--- config.mk ---
export PLATFORM = sky130hd
export DESIGN_NAME = q2_sequencer
export DESIGN_NICKNAME = d
export VERILOG_FILES = /design/src/rtl/q2_pkg.sv /design/src/rtl/q2_edge_detect.sv /design/src/rtl/q2_sequencer.sv
export SDC_FILE = /design/constraint.sdc
export NUM_CORES = 1
export LEC_CHECK = 0
export ABC_AREA = 1
export CAP_MARGIN = 20
export CORE_MARGIN = 3
export CORE_UTILIZATION = 55
export DETAILED_ROUTE_END_ITERATION = 7
export DONT_BUFFER_PORTS = 1
export PLACE_DENSITY = 0.7
export SETUP_SLACK_MARGIN = 0.2
export SYNTH_ARGS = -nofsm -noshare
export SYNTH_HDL_FRONTEND = slang
export SYNTH_SLANG_ARGS = --single-unit
--- constraint.sdc ---
create_clock -name clk -period 3.03 [get_ports clk]
set_clock_uncertainty 0.05 [all_clocks]
set_input_delay 0.1515 -clock clk [delete_from_list [all_inputs] [get_ports clk]]
set_output_delay 0.1515 -clock clk [all_outputs]
set_load 0.01 [all_outputs]
--- src/rtl/q2_pkg.sv ---
// q2_pkg: shared types and constants for the Q2 control sequencer.
//   state_t  - encoded top-level sequencer state (driven on the state port)
//   xsel_t   - source select for the high bits of the X register
//   hact_t   - front-panel action in progress while sitting in HALT
//   OP_*     - opcode values of the non-ALU instructions
//   is_alu() - true for the 0xx opcode group
package q2_pkg;

  typedef enum logic [2:0] {
    HALT  = 3'd0,
    FETCH = 3'd1,
    DEREF = 3'd2,
    EXEC  = 3'd3,
    ALU   = 3'd4
  } state_t;

  typedef enum logic [1:0] {
    ZERO   = 2'd0,
    PAGE_P = 2'd1,
    DBUS   = 2'd2
  } xsel_t;

  typedef enum logic [1:0] {
    HA_IDLE    = 2'd0,
    HA_DEP_WM  = 2'd1,
    HA_DEP_INC = 2'd2,
    HA_INC     = 2'd3
  } hact_t;

  localparam logic [2:0] OP_LOAD  = 3'b100;
  localparam logic [2:0] OP_STORE = 3'b101;
  localparam logic [2:0] OP_JMP   = 3'b110;
  localparam logic [2:0] OP_JNF   = 3'b111;

  function automatic logic is_alu(input logic [2:0] o);
    return (o & 3'b100) == 3'b000;
  endfunction

endpackage

--- src/rtl/q2_edge_detect.sv ---
// q2_edge_detect: registers an N-bit group of already-debounced levels and
// flags single-cycle rising edges on each bit.
//   clk, rst_n - system clock, synchronous active-low reset
//   d          - raw input levels
//   level      - registered copy of d
//   rise       - one-cycle pulse when level goes 0 -> 1
// Reset clears both the level and its history, so the first cycle after
// reset never shows an edge.
module q2_edge_detect #(
  parameter int N = 4
) (
  input  logic         clk,
  input  logic         rst_n,
  input  logic [N-1:0] d,
  output logic [N-1:0] level,
  output logic [N-1:0] rise
);

  logic [N-1:0] prev;

  always_ff @(posedge clk) begin
    if (!rst_n) begin
      level <= '0;
      prev  <= '0;
    end else begin
      level <= d;
      prev  <= level;
    end
  end

  assign rise = level & ~prev;

endmodule

--- src/rtl/q2_sequencer.sv ---
// q2_sequencer: control sequencer for the Q2 CPU datapath.
//   clk, rst_n                  - system clock, synchronous active-low reset
//   run_sw/step_sw/dep_sw/incp_sw - debounced front-panel switch levels
//   op, deref                   - opcode and indirect bit of current instruction
//   dbus_msb                    - data bus MSB, selects X-high source in FETCH
//   flag                        - F flag, gates the conditional jump
//   alu_cout                    - serial ALU result bit, inverted into f_in
//   state, ws                   - encoded state and write-strobe phase
//   rd_p..f_in                  - datapath strobes
//   x_hi_sel                    - X-high source (ZERO / PAGE_P / DBUS)
//   halted                      - sequencer idle in HALT
//
// state | meaning
// ------+-----------------------------------------------------------------
// HALT  | idle; services run/step/deposit/increment switch edges
// FETCH | read instruction at P; ws: load O and X, increment P
// DEREF | indirect: read word at X back into X (ws)
// EXEC  | load / store / jump strobes in ws
// ALU   | DATA_W bit-serial shift cycles, result written on the last one
module q2_sequencer
  import q2_pkg::*;
#(
  parameter int DATA_W = 8,
  parameter int CNT_W  = $clog2(DATA_W)
) (
  input  logic       clk,
  input  logic       rst_n,
  input  logic       run_sw,
  input  logic       step_sw,
  input  logic       dep_sw,
  input  logic       incp_sw,
  input  logic [2:0] op,
  input  logic       deref,
  input  logic       dbus_msb,
  input  logic       flag,
  input  logic       alu_cout,
  output logic [2:0] state,
  output logic       ws,
  output logic       rd_p,
  output logic       wr_o,
  output logic       wr_x,
  output logic       rd_x,
  output logic       x_shift,
  output logic [1:0] x_hi_sel,
  output logic       wr_p,
  output logic       inc_p,
  output logic       wr_m,
  output logic       wr_a,
  output logic       wr_f,
  output logic       f_in,
  output logic       halted
);

  localparam logic [CNT_W-1:0] CNT_MAX = CNT_W'(DATA_W - 1);

  // Switch synchroniser / edge detector; bit order run, step, dep, incp.
  logic [3:0] sw_lvl;
  logic [3:0] sw_rise;
  logic       unused_sw_lvl;

  q2_edge_detect #(.N(4)) u_sw_edge (
    .clk   (clk),
    .rst_n (rst_n),
    .d     ({incp_sw, dep_sw, step_sw, run_sw}),
    .level (sw_lvl),
    .rise  (sw_rise)
  );

  // Only the run level matters (for the end-of-instruction decision).
  assign unused_sw_lvl = ^sw_lvl[3:1];

  logic run_lvl;
  logic rise_run, rise_step, rise_dep, rise_incp;

  assign run_lvl   = sw_lvl[0];
  assign rise_run  = sw_rise[0];
  assign rise_step = sw_rise[1];
  assign rise_dep  = sw_rise[2];
  assign rise_incp = sw_rise[3];

  state_t           st, st_n;
  logic             phase, phase_n;
  logic [CNT_W-1:0] cnt, cnt_n;
  hact_t            hact, hact_n;
  logic             step_mode, step_mode_n;

  // State register
  always_ff @(posedge clk) begin
    if (!rst_n) begin
      st        <= HALT;
      phase     <= 1'b0;
      cnt       <= '0;
      hact      <= HA_IDLE;
      step_mode <= 1'b0;
    end else begin
      st        <= st_n;
      phase     <= phase_n;
      cnt       <= cnt_n;
      hact      <= hact_n;
      step_mode <= step_mode_n;
    end
  end

  // Next-state logic
  always_comb begin
    logic end_instr;
    st_n        = st;
    phase_n     = phase;
    cnt_n       = cnt;
    hact_n      = hact;
    step_mode_n = step_mode;
    end_instr   = 1'b0;

    unique case (st)
      HALT: begin
        phase_n = 1'b0;
        cnt_n   = '0;
        // A panel action runs to completion; edges arriving meanwhile are
        // not queued.
        if (hact != HA_IDLE) begin
          hact_n = (hact == HA_DEP_WM) ? HA_DEP_INC : HA_IDLE;
        end else if (rise_run || rise_step) begin
          st_n        = FETCH;
          step_mode_n = !rise_run;
        end else if (rise_dep) begin
          hact_n = HA_DEP_WM;   // deposit beats a simultaneous incp edge
        end else if (rise_incp) begin
          hact_n = HA_INC;
        end
      end

      FETCH: begin
        phase_n = !phase;
        if (phase) st_n = deref ? DEREF : EXEC;
      end

      DEREF: begin
        phase_n = !phase;
        if (phase) st_n = EXEC;
      end

      EXEC: begin
        phase_n = !phase;
        if (phase) begin
          if (is_alu(op)) begin
            st_n  = ALU;
            cnt_n = '0;
          end else begin
            end_instr = 1'b1;
          end
        end
      end

      ALU: begin
        phase_n = 1'b0;
        if (cnt == CNT_MAX) begin
          cnt_n     = '0;
          end_instr = 1'b1;
        end else begin
          cnt_n = cnt + CNT_W'(1);
        end
      end

      default: begin
        st_n    = HALT;
        phase_n = 1'b0;
        cnt_n   = '0;
        hact_n  = HA_IDLE;
      end
    endcase

    // A stepped instruction always returns to HALT, even with run held.
    if (end_instr) begin
      st_n        = (run_lvl && !step_mode) ? FETCH : HALT;
      step_mode_n = 1'b0;
    end
  end

  // Output decode
  always_comb begin
    rd_p     = 1'b0;
    wr_o     = 1'b0;
    wr_x     = 1'b0;
    rd_x     = 1'b0;
    x_shift  = 1'b0;
    x_hi_sel = ZERO;
    wr_p     = 1'b0;
    inc_p    = 1'b0;
    wr_m     = 1'b0;
    wr_a     = 1'b0;
    wr_f     = 1'b0;
    f_in     = 1'b0;
    halted   = 1'b0;

    unique case (st)
      HALT: begin
        halted = 1'b1;
        wr_m   = (hact == HA_DEP_WM);
        inc_p  = (hact == HA_DEP_INC) || (hact == HA_INC);
      end

      FETCH: begin
        rd_p     = 1'b1;
        x_hi_sel = dbus_msb ? PAGE_P : ZERO;
        wr_o     = phase;
        wr_x     = phase;
        inc_p    = phase;
      end

      DEREF: begin
        rd_x     = 1'b1;
        x_hi_sel = DBUS;
        wr_x     = phase;
      end

      EXEC: begin
        rd_x = 1'b1;
        if (phase) begin
          unique case (op)
            OP_LOAD:  wr_a = 1'b1;
            OP_STORE: wr_m = 1'b1;
            OP_JMP:   wr_p = 1'b1;
            OP_JNF:   wr_p = !flag;
            default:  ;
          endcase
        end
      end

      ALU: begin
        x_shift = 1'b1;
        if (cnt == CNT_MAX) begin
          wr_a = 1'b1;
          wr_f = 1'b1;
          f_in = !alu_cout;
        end
      end

      default: ;
    endcase
  end

  assign state = st;
  assign ws    = phase;

endmodule

==> results.md <==
* Worst EP required at about 2.8 ns
* GP Congestion at 0.905
* Post-detailed-route count of antenna-violating nets at 0
* HP Class: in2reg
* First-pass GRT wire length at 2.86 mm
* Largest family of logic cells by synthesized area: simple AND/OR/NAND/NOR gates
* Vias at 895
* Boundary Pins at 31
* Depth of the most critical reg-to-reg path at 6
* Initial antenna violation count at 0
* CTS root buf: clkbuf_4
* DP Worst Slack at 1.47 ns
* Maximum clock frequency at 534 MHz
* Routed WL at slightly below 2 mm
* Crit path capture: wr_m
* Most frequent cells in the layout: nand2_1 (48), inv_1 (34), nor2_1 (20), dfxtp_1 (18), nand3_1 (10)
* Die Width at 46.8 um
* Slew HR at 0.707
* Buffers on Ports at 0
* Vias in the first global route at 725
* Core Region at 0.00154 mm2
* Post-Syn Area at 915 um2
* Power Density at about 750 mW/mm2
* # hold bufs at CTS at 5
* CTS tree: done
* Post-synthesis mux area share at 0
* Least-Margin Pin Slew at 0.438 ns
* Startpoint Class: flip-flop
* Adder-cell share of the synthesized area at 0.0274
* Endpoints failing setup at 0
* Hold Vio Cnt, Final at 0
* Starting Density at 0.593
* Synth Warn # at 0
* Worst Setup SP: state[0]
* Unrepaired setup endpoints after global routing: no
* Share of layout cells above drive strength 1 at 0.0255
* Worst skew pair latency at slightly below 0.3 ns
* Max-slew violations at 0
* Worst-path clk slew at 0.10 ns
* Worst Setup End Kind: output port
* Sequential area share after synthesis at 0.394
* RR Startpoint: state[1]
* CTS resizes at 0
* Critical path arrival at 1.67 ns
* R2R Path End: cnt[1]
* Full die area at between 0.002 and 0.0025 mm2
* Drt wl/cell at around 11 um
* Outcome: finished clean
* Worst IR drop on VDD at 0.000387 V
* Pleak at 0.596 nW
* Syn Nets at between 150 and 200
* Largest net degree at the start of global routing at 13
* Drt drc at 0
* Slack of the critical path at 1.16 ns
* Max-cap violations at 0
* Compound-Gate Fraction of Synth Area at 0.0999
* Initial drt markers at 29
* First-pass iteration count of the detailed router at 4
* Clock Tree Buf Depth at 2
* R2R setup slack at 1.38 ns
* TritonCTS buffer count at 3
* DR vias/cell at 5.17
* DIE HEIGHT at roughly 47 um
* Fill cells at 148
* Footprint of the multi-input gates at ~420 um2
* Crit-path max FO at 8
* Fraction of the mapped netlist area in simple logic gates at 0.334
* Register area at 360 um2
* #FFs+latches synth at 18
* Post-route clock period utilization at 0.619
* Synth-to-Final Area Change at 11.1%
* # nets final at 173
* CP Class: reg2out
* Cell variety after synth at 14
* Setup TNS at 0 ns
* Rows at 14
* H-tree levels at 1
* Min cycle time layout at 1.87 ns
* N_diodes at 0
* Post-Synth XOR/XNOR Area at 0
* Post-Syn Area per Cell at 6.14 um2
* Clk sinks at 18
* Most common cell after layout, fill and taps aside: nand2_1
* Hold depth at 2
* Syn Inst Count at approximately 150
* Tot GR Track Use at 0.186
* Post-CTS setup repair buffer count at 0
* Hpwl dp at 1.45 mm
* Total grt overflow at 0
sequential cells by signal, indices dropped and copies added (netlist names):
register,cells
state,3
step_mode,1
u_sw_edge.level,4
cnt,3
hact,2
u_sw_edge.prev,4
ws,1
power by group:
part	switching, W	internal [W]
registers	0.0000382	0.000270
logic	0.000208	0.0000958
clock network	0.0000748	0.0000732
total	0.000321	0.000439
per-layer routing:
metal | routed length [um] | track usage | part of all wire
met2 | 848 | 0.293 | 0.44
met1 | 907 | 0.232 | 0.47
met5 | 0 | 0 | 0
met3 | 116 | 0.0383 | 0.060
met4 | 53 | 0.116 | 0.028
synth_stat cells:
| library cell | n | share of area |
|---|---|---|
| nand2_1 | 48 | 0.20 |
| inv_1 | 34 | 0.14 |
| nor2_1 | 20 | 0.082 |
| dfxtp_1 | 18 | 0.39 |
| nand3_1 | 10 | 0.055 |
| a21oi_1 | 7 | 0.038 |
| o21ai_0 | 4 | 0.022 |
| ha_1 | 2 | 0.027 |
| a211oi_1 | 1 | 0.0082 |
| a31oi_1 | 1 | 0.0068 |
| buf_2 | 1 | 0.0055 |
| o22ai_1 | 1 | 0.0068 |
| o31ai_1 | 1 | 0.0082 |
| o32ai_1 | 1 | 0.0096 |
logic make-up after synthesis:
| group | Yosys count |
|---|---|
| fa+ha+maj | 2 |
| simple gates | 78 |
| buf+inv | 35 |
| compound gates | 16 |
| flops | 18 |
area by class of cell:
| cell class | instances | area share |
|---|---|---|
| clock buffers | 4 | 0.0357 |
| well taps | 16 | 0.0197 |
| multi-input cells | 96 | 0.415 |
| inverters | 34 | 0.126 |
| repair buffers | 5 | 0.0493 |
| flip-flops and latches | 18 | 0.355 |
through the flow:
step	instances	util	hold slack, ns	instance area, um2	power (W)
after floorplan	149	-	0.199	915	0.000555
after global placement	164	0.603	0.198	930	0.000606
after detailed placement	164	0.603	0.203	930	0.000610
after CTS	173	0.659	0.00435	1020	0.000766
after global routing	173	0.659	0.0172	1020	0.000824
final	173	0.659	0.00839	1020	0.000760
worst min-delay path by stage:
stage | start | to
detailed placement | rst_n | u_sw_edge.level[3]
CTS | rst_n | ws
global route | rst_n | cnt[2]
global placement | rst_n | u_sw_edge.level[2]
finish | rst_n | ws
floorplan | run_sw | u_sw_edge.level[0]
worst max-delay path, stage by stage, from the launching register on:
cell and delay (ns):
dfxtp_1 0.51, nand2_1 0.09, nor2_1 0.20, nand2_1 0.16, o32ai_1 0.42
No activity file was read; power rests on OpenSTA's default activity.
